**config.mk**
```make
export PLATFORM = sky130hd
export DESIGN_NAME = writeback_pipe
export DESIGN_NICKNAME = d
export VERILOG_FILES = /design/src/rtl/writeback_pipe_pkg.sv /design/src/rtl/pipe_stage_reg.sv /design/src/rtl/writeback_pipe.sv
export SDC_FILE = /design/constraint.sdc
export NUM_CORES = 1
export LEC_CHECK = 0
export ABC_AREA = 1
export BUFFER_PORTS_ARGS = -buffer_cell sky130_fd_sc_hd__buf_2
export CORE_MARGIN = 2
export CORE_UTILIZATION = 45
export CTS_CLUSTER_SIZE = 14
export DETAILED_ROUTE_END_ITERATION = 12
export PLACE_DENSITY = 0.86
export SLEW_MARGIN = 10
export SYNTH_ARGS = -nofsm -noshare
export SYNTH_HDL_FRONTEND = slang
export SYNTH_SLANG_ARGS = --single-unit
```
**constraint.sdc**
```tcl
create_clock -name clk -period 1.9 [get_ports clk]
set_clock_uncertainty 0.1 [all_clocks]
set_input_delay 0.095 -clock clk [delete_from_list [all_inputs] [get_ports clk]]
set_output_delay 0.095 -clock clk [all_outputs]
set_load 0.01 [all_outputs]
```
**src/rtl/writeback_pipe_pkg.sv**
```systemverilog
// Shared core constants for the EX->MEM->WB writeback path.
package writeback_pipe_pkg;
   localparam int XLEN_DEF  = 32;
   localparam int REG_AW    = 5;
   localparam int CNT_W_DEF = 16;

   function automatic logic is_x0(input logic [REG_AW-1:0] rd);
      return (rd == '0);
   endfunction
endpackage

```
**src/rtl/pipe_stage_reg.sv**
```systemverilog
// Enable-gated pipeline register with asynchronous active-low clear.
module pipe_stage_reg #(
   parameter int W = 1
) (
   input  logic         clk,
   input  logic         rst_n,
   input  logic         en,
   input  logic [W-1:0] d,
   output logic [W-1:0] q
);
   always_ff @(posedge clk or negedge rst_n) begin
      if (!rst_n)
         q <= '0;
      else if (en)
         q <= d;
   end
endmodule

```
**src/rtl/writeback_pipe.sv**
```systemverilog
// EX/MEM and MEM/WB stage registers, register-file write port,
// load-use hazard detect and a saturating stall-cycle counter.
module writeback_pipe
   import writeback_pipe_pkg::*;
#(
   parameter int XLEN  = XLEN_DEF,
   parameter int CNT_W = CNT_W_DEF
) (
   input  logic              clk,
   input  logic              rst_n,
   input  logic              ex_valid,
   input  logic [4:0]        ex_rd,
   input  logic              ex_reg_write,
   input  logic              ex_mem_read,
   input  logic [XLEN-1:0]   ex_result,
   input  logic [XLEN-1:0]   mem_rdata,
   input  logic              hold,
   input  logic [4:0]        id_rs1,
   input  logic [4:0]        id_rs2,
   input  logic              id_use_rs1,
   input  logic              id_use_rs2,
   input  logic              cnt_clr,
   output logic [4:0]        mem_rd,
   output logic              mem_reg_write,
   output logic [XLEN-1:0]   mem_result,
   output logic [4:0]        wb_rd,
   output logic              wb_reg_write,
   output logic [XLEN-1:0]   wb_data,
   output logic              rf_we,
   output logic [4:0]        rf_waddr,
   output logic [XLEN-1:0]   rf_wdata,
   output logic              load_use_stall,
   output logic [CNT_W-1:0]  stall_cnt
);
   localparam int CTL_W = REG_AW + 2;

   logic              adv;
   logic              mem_is_load;
   logic [CTL_W-1:0]  ex_ctl_d;
   logic [CTL_W-1:0]  mem_ctl_q;
   logic [REG_AW:0]   wb_ctl_q;
   logic [XLEN-1:0]   wb_data_d;
   logic              ex_load_hit;

   assign adv = !hold;

   // A bubble forces rd to 0 so no stale address leaks into the bypass network.
   assign ex_ctl_d = {(ex_valid ? ex_rd : 5'd0),
                      ex_valid & ex_reg_write & !is_x0(ex_rd),
                      ex_valid & ex_mem_read};

   pipe_stage_reg #(.W(CTL_W)) u_exmem_ctl (
      .clk   (clk),
      .rst_n (rst_n),
      .en    (adv),
      .d     (ex_ctl_d),
      .q     (mem_ctl_q)
   );

   assign {mem_rd, mem_reg_write, mem_is_load} = mem_ctl_q;

   pipe_stage_reg #(.W(XLEN)) u_exmem_data (
      .clk   (clk),
      .rst_n (rst_n),
      .en    (adv & ex_valid & ex_reg_write),
      .d     (ex_result),
      .q     (mem_result)
   );

   pipe_stage_reg #(.W(REG_AW+1)) u_memwb_ctl (
      .clk   (clk),
      .rst_n (rst_n),
      .en    (adv),
      .d     ({mem_rd, mem_reg_write}),
      .q     (wb_ctl_q)
   );

   assign {wb_rd, wb_reg_write} = wb_ctl_q;
   assign wb_data_d = mem_is_load ? mem_rdata : mem_result;

   pipe_stage_reg #(.W(XLEN)) u_memwb_data (
      .clk   (clk),
      .rst_n (rst_n),
      .en    (adv & mem_reg_write),
      .d     (wb_data_d),
      .q     (wb_data)
   );

   // Rewriting the same value while held is harmless, so no hold gating here.
   assign rf_we    = wb_reg_write;
   assign rf_waddr = wb_rd;
   assign rf_wdata = wb_data;

   assign ex_load_hit    = ex_valid & ex_mem_read & ex_reg_write & !is_x0(ex_rd);
   assign load_use_stall = ex_load_hit &
                           ((id_use_rs1 & (id_rs1 == ex_rd)) |
                            (id_use_rs2 & (id_rs2 == ex_rd)));

   always_ff @(posedge clk or negedge rst_n) begin
      if (!rst_n)
         stall_cnt <= '0;
      else if (cnt_clr)
         stall_cnt <= '0;
      else if ((load_use_stall | hold) && (stall_cnt != {CNT_W{1'b1}}))
         stall_cnt <= stall_cnt + 1'b1;
   end
endmodule

```
==> flow_summary.ini <==
[logic_synthesis]
ys_warn_count = 0
synthArstFlopShare = 1.00
synthesis.area_um2 = 4690
yosysUniqueCellTypes = 25
synth_edf_count = 0
ys_ff_latch = 93
syn_inst = 528
ys.flop_type = dfrtp_1
avgSynthCellArea_um2 = 8.88
seq_area_frac_synth = 0.496
synth_nets = 617

[routing]
drtIter0Drc = 502
vias_per_cell = 5.14
wl_per_cell_um = 16.3
drc = 0
drtAntennaViolNets = 0
dr.pass1.iters = 5
wl_um = 15000
vias = 4739

[setup_path]
slowest_delay_ps = 550
cpMostUsedCell = dlygate4sd3_1
cpLargestDelayFamily = buffers and inverters
crit_fanout = 14
worstPathRequired_ps = 2030
crit_type = primary input to flop
cp-end-kind = flop
crit_arrival_ps = 1870
path_cells = dlygate4sd3_1 > buf_2 > inv_1 > buf_4 > nand3_1 > dlygate4sd3_1 > o21ai_0
crit_path_top_delay_cell = dlygate4sd3_1
crit_buf_inv = 5
start_kind = primary input

[power_and_ir_drop]
p_leak_uw = 0.00350
irDropWorstVdd_mv = 0.419
internal-power_uw = 3680
pwr-share-comb = 0.322
p_sw_uw = 2080
p_per_area_nw_per_um2 = 871
pwr-share-seq = 0.459
swShare = 0.361
clkPwrFrac = 0.219

[timing]
setup_viol = 0
fin_ws_ps = 159
grt_setup_unrepaired = no
worstMarginPinSlew_ps = 535
drv_slew = 0
min_period_ps = 1740
hold_viol = 0
max_freq_mhz = 574
slew_headroom = 0.644
period_share = 0.917
fin_tns_setup_ps = 0

[place]
hpwl_um = 9370
routabilityCongestion = 0.808
dp.cells = 833
pre_cts_ws_ps = 203
port_buffers = 218

[floorplanning]
core-area_um2 = 10200
die_h_um = 106
die_area_um2 = 11300
die_width_um = 106
start_util = 0.458
rows = 37
pin_count = 219

[global_route]
use_met3 = 0.0638
grt_pass1_wl_um = 23700
first_global_vias = 4720
antenna_found_initial = 0
grtUsageMet2 = 0.469
grtUsageTotal = 0.268
overflow = 0
grt_use_met1 = 0.309
grt_most_used_layer = met2
grt_max_degree = 65

[clock_tree]
root_buffer = clkbuf_8
cts.clk_slew.worst_paths_ps = 90
clockBufferDepth = 2
cts_resized = 0
cts_buffers = 9
cts.sinks = 93
clock_latency_ps = 360
cts-htree-levels = 3
cts_tree = done

[final_layout]
syn_to_final_growth_pct = 41.3
stdcell_count = 922
drive_above_1_share = 0.373
multi_input_area_um2 = 1810
nNetsFinal = 870
diodes = 0
regArea_um2 = 2330
fillers = 773

[run]
max-cap-violations = 0

[worst_hold_path]
min_path_type = primary input to flop

[status]
status = completed
-- worst paths after layout --
kind	slack [ps]	end	from	cells past startpoint
max	160	u_exmem_ctl.q[0]	hold	7
max in group asynchronous	980	u_exmem_data.q[31]	rst_n	3
min reg2reg	420	u_memwb_ctl.q[4]	u_memwb_ctl.q[4]	2
max reg2reg	200	stall_cnt[1]	stall_cnt[0]	9
min	60	u_exmem_ctl.q[6]	ex_valid	3
min in group asynchronous	150	stall_cnt[14]	rst_n	2
-- logic make-up after synthesis --
kind of cell | share of synthesized area
AND/OR/NAND/NOR | 0.219
buffers and inverters | 0.121
flip-flops | 0.496
AO/OA/AOI/OAI | 0.0597
multiplexers | 0.0768
XOR/XNOR | 0.0243
adder cells (fa/ha/maj) | 0.00267
-- synth_stat cells (5+ instances only) --
master    number  area, um2
o22ai_1        6       37.5
nor2_1        53        199
buf_4         43        323
o21ai_0        7       35.0
buf_2          5       25.0
mux2_2        32        360
xor2_1        12        105
a31oi_1       32        200
dfrtp_1       93       2330
nand4_1       18        113
nand3_1       26        130
clkbuf_1      17       63.8
nand2_1      132        495
inv_1         38        143
-- per-stage QoR --
stage	utilization	hold WS, ps	cell area [um2]	power [uW]
floorplan	-	-301	4690	3720
global placement	0.558	2.53	5710	4280
detailed placement	0.558	7.01	5710	4340
CTS	0.648	23.5	6630	5710
global route	0.648	79.9	6630	6070
finish	0.648	55.3	6630	5770
-- repair_timing --
item / in CTS / in global routing
endpoints found under the hold margin: 112 / 0
endpoints found under the setup margin: 0 / 0
buffers inserted: 0 / 0
hold buffers: 73 / 0
-- per-layer routing --
metal / vias up / part of all wire / wire length, um
met3: 57 / 0.071 / 1070
met2: 242 / 0.50 / 7530
met4: 0 / 0.043 / 639
met5: - / 0 / 0
li1: 2186 / - / -
met1: 2254 / 0.38 / 5780
-- final cells by class --
cell class                      count  share of cell area
Sequential cell                    93               0.351
Clock inverter                      6             0.00831
Inverter                           38              0.0215
Clock buffer                       10              0.0193
Tap cell                          136              0.0257
Multi-Input combinational cell    330               0.273
Timing Repair Buffer              309               0.301
-- flip-flops by register name (all words and copies together) (netlist names) --
signal / flops
u_memwb_data.q: 32
u_exmem_data.q: 32
u_memwb_ctl.q: 6
u_exmem_ctl.q: 7
stall_cnt: 16
-- power by group through the flow --
stage          sequential (uW)  clock (uW)  combinational (uW)
2_1_floorplan             2790           0                 934
6_report                  2650        1260                1860
4_1_cts                   2620        1290                1790
3_3_place_gp              2640           0                1640
5_1_grt                   2690        1380                2000
3_5_place_dp              2660           0                1670
-- cells in the final DEF, fill, tap and decap left out, drive strengths merged --
| cell | Yosys | routed |
|---|---|---|
| mux2 | 32 | 32 |
| clkbuf | 17 | 10 |
| inv | 38 | 42 |
| ha | 1 | 1 |
| xor2 | 12 | 12 |
| nand4 | 19 | 19 |
| nor3 | 1 | 1 |
| buf | 50 | 236 |
| nor2 | 56 | 56 |
| o22ai | 6 | 6 |
| a31oi | 32 | 32 |
| dfrtp | 93 | 93 |
| clkinvlp | 0 | 2 |
| xnor2 | 1 | 1 |
| o21ai | 7 | 7 |
| nand2 | 136 | 136 |
| o21bai | 1 | 1 |
| dlygate4sd3 | 0 | 73 |
| nand3 | 26 | 26 |
-- worst min-delay path, stage by stage --
cell and delay (ps):
buf_2 130, nand2_1 150, o22ai_1 80
Note: power is estimated with default switching activity, not from simulation.
